File: config.mk
export PLATFORM = sky130hd
export DESIGN_NAME = spm_operand_serializer
export DESIGN_NICKNAME = d
export VERILOG_FILES = /design/src/rtl/spm_operand_serializer.sv
export SDC_FILE = /design/constraint.sdc
export NUM_CORES = 1
export LEC_CHECK = 0
export CORE_ASPECT_RATIO = 0.6
export CORE_UTILIZATION = 45
export DETAILED_ROUTE_END_ITERATION = 8
export GPL_TIMING_DRIVEN = 0
export PLACE_DENSITY_LB_ADDON = 0.25
export SLEW_MARGIN = 10
export SYNTH_ARGS = -nofsm -noshare
export SYNTH_HDL_FRONTEND = slang
export SYNTH_SLANG_ARGS = --single-unit
File: constraint.sdc
create_clock -name clk_i -period 3.4 [get_ports clk_i]
set_clock_uncertainty 0.05 [all_clocks]
set_input_delay 0.34 -clock clk_i [delete_from_list [all_inputs] [get_ports clk_i]]
set_output_delay 0.34 -clock clk_i [all_outputs]
set_load 0.005 [all_outputs]
File: src/rtl/spm_operand_serializer.sv
// spm_operand_serializer
// Turns a parallel two's-complement operand into an LSB-first serial frame
// of FRAME_LEN bits, one bit per clock, for the serial-parallel multiplier.
// Optional build macro: SPM_SERIALIZER_ABS_EN
//   undefined -> the frame is the sign-extended operand
//   defined   -> the frame is the zero-extended magnitude; sign_o carries the sign
module spm_operand_serializer #(
  parameter int WIDTH     = 8,
  parameter int FRAME_LEN = 16
) (
  input  logic             clk_i,
  input  logic             rst_i,
  input  logic [WIDTH-1:0] in_data_i,
  input  logic             in_valid_i,
  output logic             in_ready_o,
  output logic             s_out_o,
  output logic             s_valid_o,
  output logic             s_first_o,
  output logic             s_last_o,
  output logic             sign_o
);

  localparam int CW = (FRAME_LEN > 1) ? $clog2(FRAME_LEN) : 1;
  localparam logic [CW-1:0] LAST_CNT = CW'(FRAME_LEN - 1);

  typedef enum logic {
    IDLE,
    SHIFT
  } state_e;

  state_e               state_q;
  logic [CW-1:0]        cnt_q;
  logic [CW-1:0]        cnt_d;
  logic [FRAME_LEN-1:0] shreg_q;
  logic [FRAME_LEN-1:0] shreg_d;
  logic                 s_out_q;
  logic                 s_valid_q;
  logic                 s_first_q;
  logic                 s_last_q;
  logic                 sign_q;

  logic                 last_cycle;
  logic                 accept;
  logic [FRAME_LEN-1:0] frame_load;
  logic                 load_fill;
  logic                 shift_fill;

  // The last bit of a frame doubles as the slot where the next operand can
  // be taken, which is what makes back-to-back frames gapless.
  assign last_cycle = (state_q == SHIFT) && (cnt_q == LAST_CNT);
  assign in_ready_o = !rst_i && ((state_q == IDLE) || last_cycle);
  assign accept     = in_valid_i && in_ready_o;

`ifdef SPM_SERIALIZER_ABS_EN
  logic [WIDTH:0] in_wide;
  logic [WIDTH:0] in_mag;

  // Magnitude is formed one bit wider than the operand so that the most
  // negative value maps to +2^(WIDTH-1) instead of wrapping.
  always_comb begin
    in_wide    = {in_data_i[WIDTH-1], in_data_i};
    in_mag     = in_data_i[WIDTH-1] ? (~in_wide + (WIDTH+1)'(1)) : in_wide;
    frame_load = FRAME_LEN'(in_mag);
    load_fill  = 1'b0;
    shift_fill = 1'b0;
  end
`else
  // Frame is the operand sign-extended; the shifter keeps refilling with
  // the sign so the register always reads as the extended operand.
  always_comb begin
    frame_load = {{(FRAME_LEN-WIDTH){in_data_i[WIDTH-1]}}, in_data_i};
    load_fill  = in_data_i[WIDTH-1];
    shift_fill = sign_q;
  end
`endif

  // Next values of the bit counter and the remaining-bits shifter.
  always_comb begin
    cnt_d   = cnt_q + CW'(1);
    shreg_d = {shift_fill, shreg_q[FRAME_LEN-1:1]};
  end

  // Frame sequencer: bit 0 is presented straight out of the load, and the
  // shifter holds the bits still to come, so every output is registered.
  always_ff @(posedge clk_i) begin
    if (rst_i) begin
      state_q   <= IDLE;
      cnt_q     <= '0;
      shreg_q   <= '0;
      s_out_q   <= 1'b0;
      s_valid_q <= 1'b0;
      s_first_q <= 1'b0;
      s_last_q  <= 1'b0;
      sign_q    <= 1'b0;
    end else if (accept) begin
      state_q   <= SHIFT;
      cnt_q     <= '0;
      shreg_q   <= {load_fill, frame_load[FRAME_LEN-1:1]};
      s_out_q   <= frame_load[0];
      s_valid_q <= 1'b1;
      s_first_q <= 1'b1;
      s_last_q  <= (LAST_CNT == '0);
      sign_q    <= in_data_i[WIDTH-1];
    end else if (state_q == SHIFT) begin
      if (last_cycle) begin
        state_q   <= IDLE;
        cnt_q     <= '0;
        s_out_q   <= 1'b0;
        s_valid_q <= 1'b0;
        s_first_q <= 1'b0;
        s_last_q  <= 1'b0;
      end else begin
        cnt_q     <= cnt_d;
        shreg_q   <= shreg_d;
        s_out_q   <= shreg_q[0];
        s_first_q <= 1'b0;
        s_last_q  <= (cnt_d == LAST_CNT);
      end
    end
  end

  assign s_out_o   = s_out_q;
  assign s_valid_o = s_valid_q;
  assign s_first_o = s_first_q;
  assign s_last_o  = s_last_q;
  assign sign_o    = sign_q;

endmodule

==> impl_metrics.yaml, run 1 <==
outcome:
  failing_checks: "design-rule violations"
  status: "finished, violations left"
grt:
  grt.overflow.total: 0
  grt_antenna_before_repair: 0
  vias_in_the_first_global_route: 1139
  first_pass_grt_wire_length_um: 5280
  grt_max_degree: 16
  grtUsageTotal_pct: 21.9
floorplan:
  die-width_um: 71.3
  initial_core_util_pct: 49.7
  design.portCount: 17
  die_height_um: 43.6
  design.die.area_mm2: 0.00311
  floorplan.core_area_mm2: 0.00261
  rows: 14
sta:
  setup_total_negative_slack_ps: 0
  setup_viol: 0
  grt_setup_unrepaired: "no"
  fin_crit_sh_pct: 73.4
  worst_pin_slew_ps: 496
  slew_viol_final: 0
  fin_crit_ps: 2500
  relSlewSlack_pct: 66.9
  timing_hold_violations_final: 0
  fmaxAchievable_ghz: 0.401
finish:
  post_layout_nonfiller_instances: 203
  fin_nets: 185
  syn2layout_area_growth_pct: 20.2
  layout.core_utilization_pct: 59.7
  layout-drive-gt1-share_pct: 9.94
  antenna_cells_inserted: 0
  mostFrequentLayoutCell: "nor3_1"
  layout.cells.most_common_list: "nor3_1 (33), dfxtp_1 (26), a221oi_1 (16)"
worst_setup_path:
  critPathLaunchType: "flip-flop"
  critical_path_s_largest_stage_delay_ps: 520
  path_delay_family: "buffers and inverters"
  crit_path_end: "in_ready_o"
  ff2ff_path_depth: 5
  startpoint: "cnt_q[0]"
  cp.required_ps: 3010
  critical_path.slowest_cell: "clkdlybuf4s50_1"
  timing.reg2reg.setup_slack_ps: 1690
  worstSetupEndpointType: "primary output"
  worst-path-buf-inv: 2
  r2r-start: "cnt_q[0]"
  total_number_of_cells_along_the_worst_setup_path: 5
  cp_cell_sequence: "ha_1 > nand3_1 > buf_2 > a21oi_1 > clkdlybuf4s50_1"
  regToRegEndpoint: "shreg_q[8]"
  critPathKind: "reg2out"
  cp.arrival_ps: 2110
  critical_path_peak_fanout: 10
clock_tree:
  clock-root-buffer: "clkbuf_8"
  post-cts-setup-buffers: 0
  htreeDepth: 1
  cts_sinks: 26
  clock_buffers_created_by_tritoncts: 3
  clk_pin_slew_worst_paths_ps: 100
  cts_tree: "yes"
  hold_buffers: 0
  clock_latency_at_the_later_pin_of_the_worst_skew_pair_ps: 280
  cts_buffer_depth: 2
  cts_resized: 0
logic_synthesis:
  synth_top_flop_cell: "dfxtp_1"
  post_synth.cell_area_avg_um2: 8.54
  synth_cell_types: 31
  synthesis.yosys.warnings: 0
  synth_async_sr_flop_share_pct: 0
  synth.ff_latch_count: 26
  mappedNetlistNets: 165
  synthesis.instances: 152
  number_of_flops_mapped_to_enable_cells_by_yosys: 0
  synth.yosys.seq_area_share_pct: 40.1
  mappedNetlistArea_mm2: 0.00130
placed_design:
  gp_routability_congestion: 0.859
  placement.io_buffers: 15
  detailedPlacementHpwl_um: 2180
  post-place-cells: 199
power:
  power_density_mw_per_mm2: 457
  leakage_nw: 0.591
  vdd_ir_drop_max_mv: 0.330
drt:
  routed-via-count: 1215
  avgRoutedWirePerCell_um: 15.4
  antenna_left: 0
  first_iter_violations: 104
  total_drc_errors_in_the_routed_layout: 1
  via_per_inst: 5.99
  final_wirelength_um: 3130
  drtPass1Iterations: 6
flow_run:
  timing.max_cap.violations: 0
min_path:
  min-delay-path-class: "in2reg"
==> final cells by class <==
type,count,area [µm²]
repair buffers,15,150
plain buffers,17,85.1
clock inverters,1,30.0
flip-flops and latches,26,520
fillers,212,1050
clock buffers,3,41.3
well taps,32,40.0
inverters,3,11.3
multi-input cells,106,681
==> flip-flops by register name, summed over array words and instances (netlist names) <==
name	cells
s_valid_o	1
s_last_o	1
sign_o	1
s_out_o	1
cnt_q	4
s_first_o	1
shreg_q	16
state_q	1
==> per-stage QoR <==
step | setup slack [ps] | hold WS [ps] | cell area (µm²) | total power, mW
after global routing | 789 | 428 | 1560 | 0.739
after CTS | 927 | 405 | 1560 | 0.711
after floorplan | 1920 | 428 | 1300 | 0.419
after detailed placement | 1250 | 439 | 1490 | 0.458
after global placement | 1290 | 431 | 1490 | 0.453
final | 905 | 397 | 1560 | 0.712
==> cells in the mapped netlist, drive strengths merged, types with 3 or more instances <==
cell type	count	area [µm²]
nand2	3	11.3
a221oi	16	140
nor3	33	165
inv	3	11.3
nor2b	13	81.3
a211oi	3	22.5
buf	11	62.6
and2b	5	37.5
nand2b	3	18.8
clkbuf	6	22.5
nor2	6	22.5
dfxtp	26	521
a21oi	4	20.0
==> cells by family (layout without fill, tap and decap cells) <==
group           after synthesis  after routing  synth area share [%]
buf+inv                      20             39                  7.43
flops                        26             26                  40.1
compound gates               30             30                  18.4
simple gates                 71             71                  30.0
fa+ha+maj                     2              2                  1.93
xor+xnor                      2              2                  1.35
mux                           1              1                 0.771
==> per-layer routing <==
layer	vias up	global-route usage (%)	wire length, µm
li1	598	-	-
met3	2	5.81	254
met4	0	4.00	11
met5	-	0	0
met2	46	36.2	1280
met1	569	29.6	1580
==> where the power goes <==
part	total [mW]	internal, mW	switching (mW)
clock network	0.259	0.158	0.102
logic	0.112	0.0571	0.0550
registers	0.340	0.327	0.0136
==> worst min-delay path by stage <==
stage                     slack (ps)        end  depth (start not counted)       from
final                            400    s_out_o                          2      rst_i
after global routing             430    s_out_o                          2      rst_i
after detailed placement         440     sign_o                          2     sign_o
after floorplan                  430     sign_o                          2     sign_o
after global placement           430  s_valid_o                          2  s_valid_o
after CTS                        410    s_out_o                          2      rst_i
(Power assumes the default switching activity.)
==> inputs of run 2 (changes only) <==
==> constraint.sdc (replaced) <==
create_clock -name clk_i -period 2.43 [get_ports clk_i]
set_clock_uncertainty 0.05 [all_clocks]
set_input_delay 0.243 -clock clk_i [delete_from_list [all_inputs] [get_ports clk_i]]
set_output_delay 0.243 -clock clk_i [all_outputs]
set_load 0.005 [all_outputs]
==> run 2 against run 1 <==
- the flow still finishes with violations (design-rule violations)
- non-clock buffer count unchanged
- utilization increased by 0.48 points
- count of clock-buffer cells in the layout unchanged
- flip-flop and latch count unchanged
- first-iteration DRC count increased by 18%
- via count increased by 0.58%
- hold slack got worse by 95 ps
- routed wire length increased by 0.89%
- die area unchanged
- setup slack got worse by 780 ps
- critical path type unchanged
- largest power group unchanged
- highest routed layer unchanged
==> impl_metrics.yaml, run 2 (same netlist as run 1, synthesis figures left out) <==
clock_tree:
  cts_tree: "yes"
  clock_buffers_created_by_tritoncts: 3
  htreeDepth: 1
  cts_resized: 0
  clock_latency_at_the_later_pin_of_the_worst_skew_pair_ps: 280
  cts_buffer_depth: 2
  cts_sinks: 26
  post-cts-setup-buffers: 0
  hold_buffers: 0
  clock-root-buffer: "clkbuf_8"
  clk_pin_slew_worst_paths_ps: 100
floorplan:
  design.die.area_mm2: 0.00311
  floorplan.core_area_mm2: 0.00261
  rows: 14
  design.portCount: 17
  die_height_um: 43.6
  die-width_um: 71.3
  initial_core_util_pct: 49.7
outcome:
  status: "finished, violations left"
  failing_checks: "design-rule violations"
worst_setup_path:
  crit_path_end: "in_ready_o"
  regToRegEndpoint: "shreg_q[8]"
  worstSetupEndpointType: "primary output"
  critPathKind: "reg2out"
  critical_path_peak_fanout: 10
  critPathLaunchType: "flip-flop"
  cp.arrival_ps: 2010
  timing.reg2reg.setup_slack_ps: 840
  cp.required_ps: 2140
  r2r-start: "cnt_q[0]"
  ff2ff_path_depth: 5
  startpoint: "cnt_q[0]"
power:
  sw_frac_of_total_pct: 24.0
  p_comb_share_pct: 15.8
  p_seq_share_pct: 47.9
  vdd_ir_drop_max_mv: 0.460
  power_report.internal_total_uw: 758
  power_density_mw_per_mm2: 634
  power.switching_uw: 239
  leakage_nw: 0.589
  pwr-share-clk_pct: 36.4
grt:
  vias_in_the_first_global_route: 1139
  grtUsageTotal_pct: 21.9
  first_pass_grt_wire_length_um: 5280
  grt.overflow.total: 0
  grt_max_degree: 16
  grt_antenna_before_repair: 0
finish:
  seqCellArea_um2: 520
  layout-drive-gt1-share_pct: 10.5
  layout.cells.most_common_list: "nor3_1 (33), dfxtp_1 (26), a221oi_1 (16)"
  largest_register: "shreg_q"
  largest_registers: "shreg_q x16, cnt_q x4"
  mostFrequentLayoutCell: "nor3_1"
  post_layout_nonfiller_instances: 203
  multiInputGateArea_um2: 693
  final.fill_count: 210
  design_area_mm2: 0.00157
  syn2layout_area_growth_pct: 21.1
  largest_register_ff_count: 16
  fin_nets: 185
  antenna_cells_inserted: 0
drt:
  first_iter_violations: 123
  drtPass1Iterations: 6
  via_per_inst: 6.02
  final_wirelength_um: 3160
  total_drc_errors_in_the_routed_layout: 1
  antenna_left: 0
  routed-via-count: 1222
  avgRoutedWirePerCell_um: 15.6
sta:
  slew_viol_final: 0
  setup_total_negative_slack_ps: 0
  fmaxAchievable_ghz: 0.434
  relSlewSlack_pct: 67.9
  setup_viol: 0
  fin_crit_ps: 2300
  timing_hold_violations_final: 0
  grt_setup_unrepaired: "no"
  post-route-worst-setup-slack_ps: 126
  fin_crit_sh_pct: 94.8
  worst_pin_slew_ps: 482
  finalHoldWorstSlack_ps: 302
flow_run:
  timing.max_cap.violations: 0
min_path:
  min-delay-path-class: "in2reg"
placed_design:
  post-place-cells: 199
  placement.setup.worst_slack_ps: 379
  placement.io_buffers: 15
  gp_routability_congestion: 0.859
  detailedPlacementHpwl_um: 2180
  placement.cell_area_mm2: 0.00149
-- run 2: worst min path at each step --
stage / startpoint / end / slack [ps] / depth (start not counted)
6_report: rst_i / s_out_o / 300 / 2
4_1_cts: rst_i / s_out_o / 310 / 2
2_1_floorplan: in_data_i[7] / sign_o / 350 / 2
3_5_place_dp: sign_o / sign_o / 440 / 2
3_3_place_gp: s_valid_o / s_valid_o / 430 / 2
5_1_grt: rst_i / s_out_o / 330 / 2
-- run 2: layout make-up --
cell class,count,share of cell area (%)
Buffer,17,5.41
Clock buffer,3,2.63
Clock inverter,1,1.91
Inverter,3,0.717
Multi-Input combinational cell,106,44.1
Sequential cell,26,33.1
Tap cell,32,2.55
Timing Repair Buffer,15,9.55
-- run 2: metrics by stage --
step | power (mW) | utilization (%)
after floorplan | 0.586 | -
after global placement | 0.634 | 57.0
after detailed placement | 0.641 | 57.0
after CTS | 0.995 | 59.7
after global routing | 1.04 | 60.2
final | 0.997 | 60.2
-- run 2: power groups by stage --
stage / Combinational, mW / Sequential [mW] / Clock, mW
2_1_floorplan: 0.105 / 0.481 / 0
3_3_place_gp: 0.150 / 0.484 / 0
3_5_place_dp: 0.155 / 0.485 / 0
4_1_cts: 0.157 / 0.476 / 0.363
5_1_grt: 0.172 / 0.481 / 0.382
6_report: 0.157 / 0.477 / 0.362
-- run 2: routing by layer --
| metal | GRT usage (%) | share of wire, % | up-vias |
|---|---|---|---|
| li1 | - | - | 596 |
| met1 | 29.6 | 51 | 585 |
| met2 | 36.2 | 41 | 37 |
| met3 | 5.81 | 6.7 | 4 |
| met4 | 4.00 | 0.54 | 0 |
| met5 | 0 | 0 | - |
-- run 2: worst max-delay path: stages, from the launching register on --
cell	delay (ps)
dfxtp_1	450
ha_4	210
nand3_1	140
buf_2	230
a21oi_1	180
clkdlybuf4s50_1	520
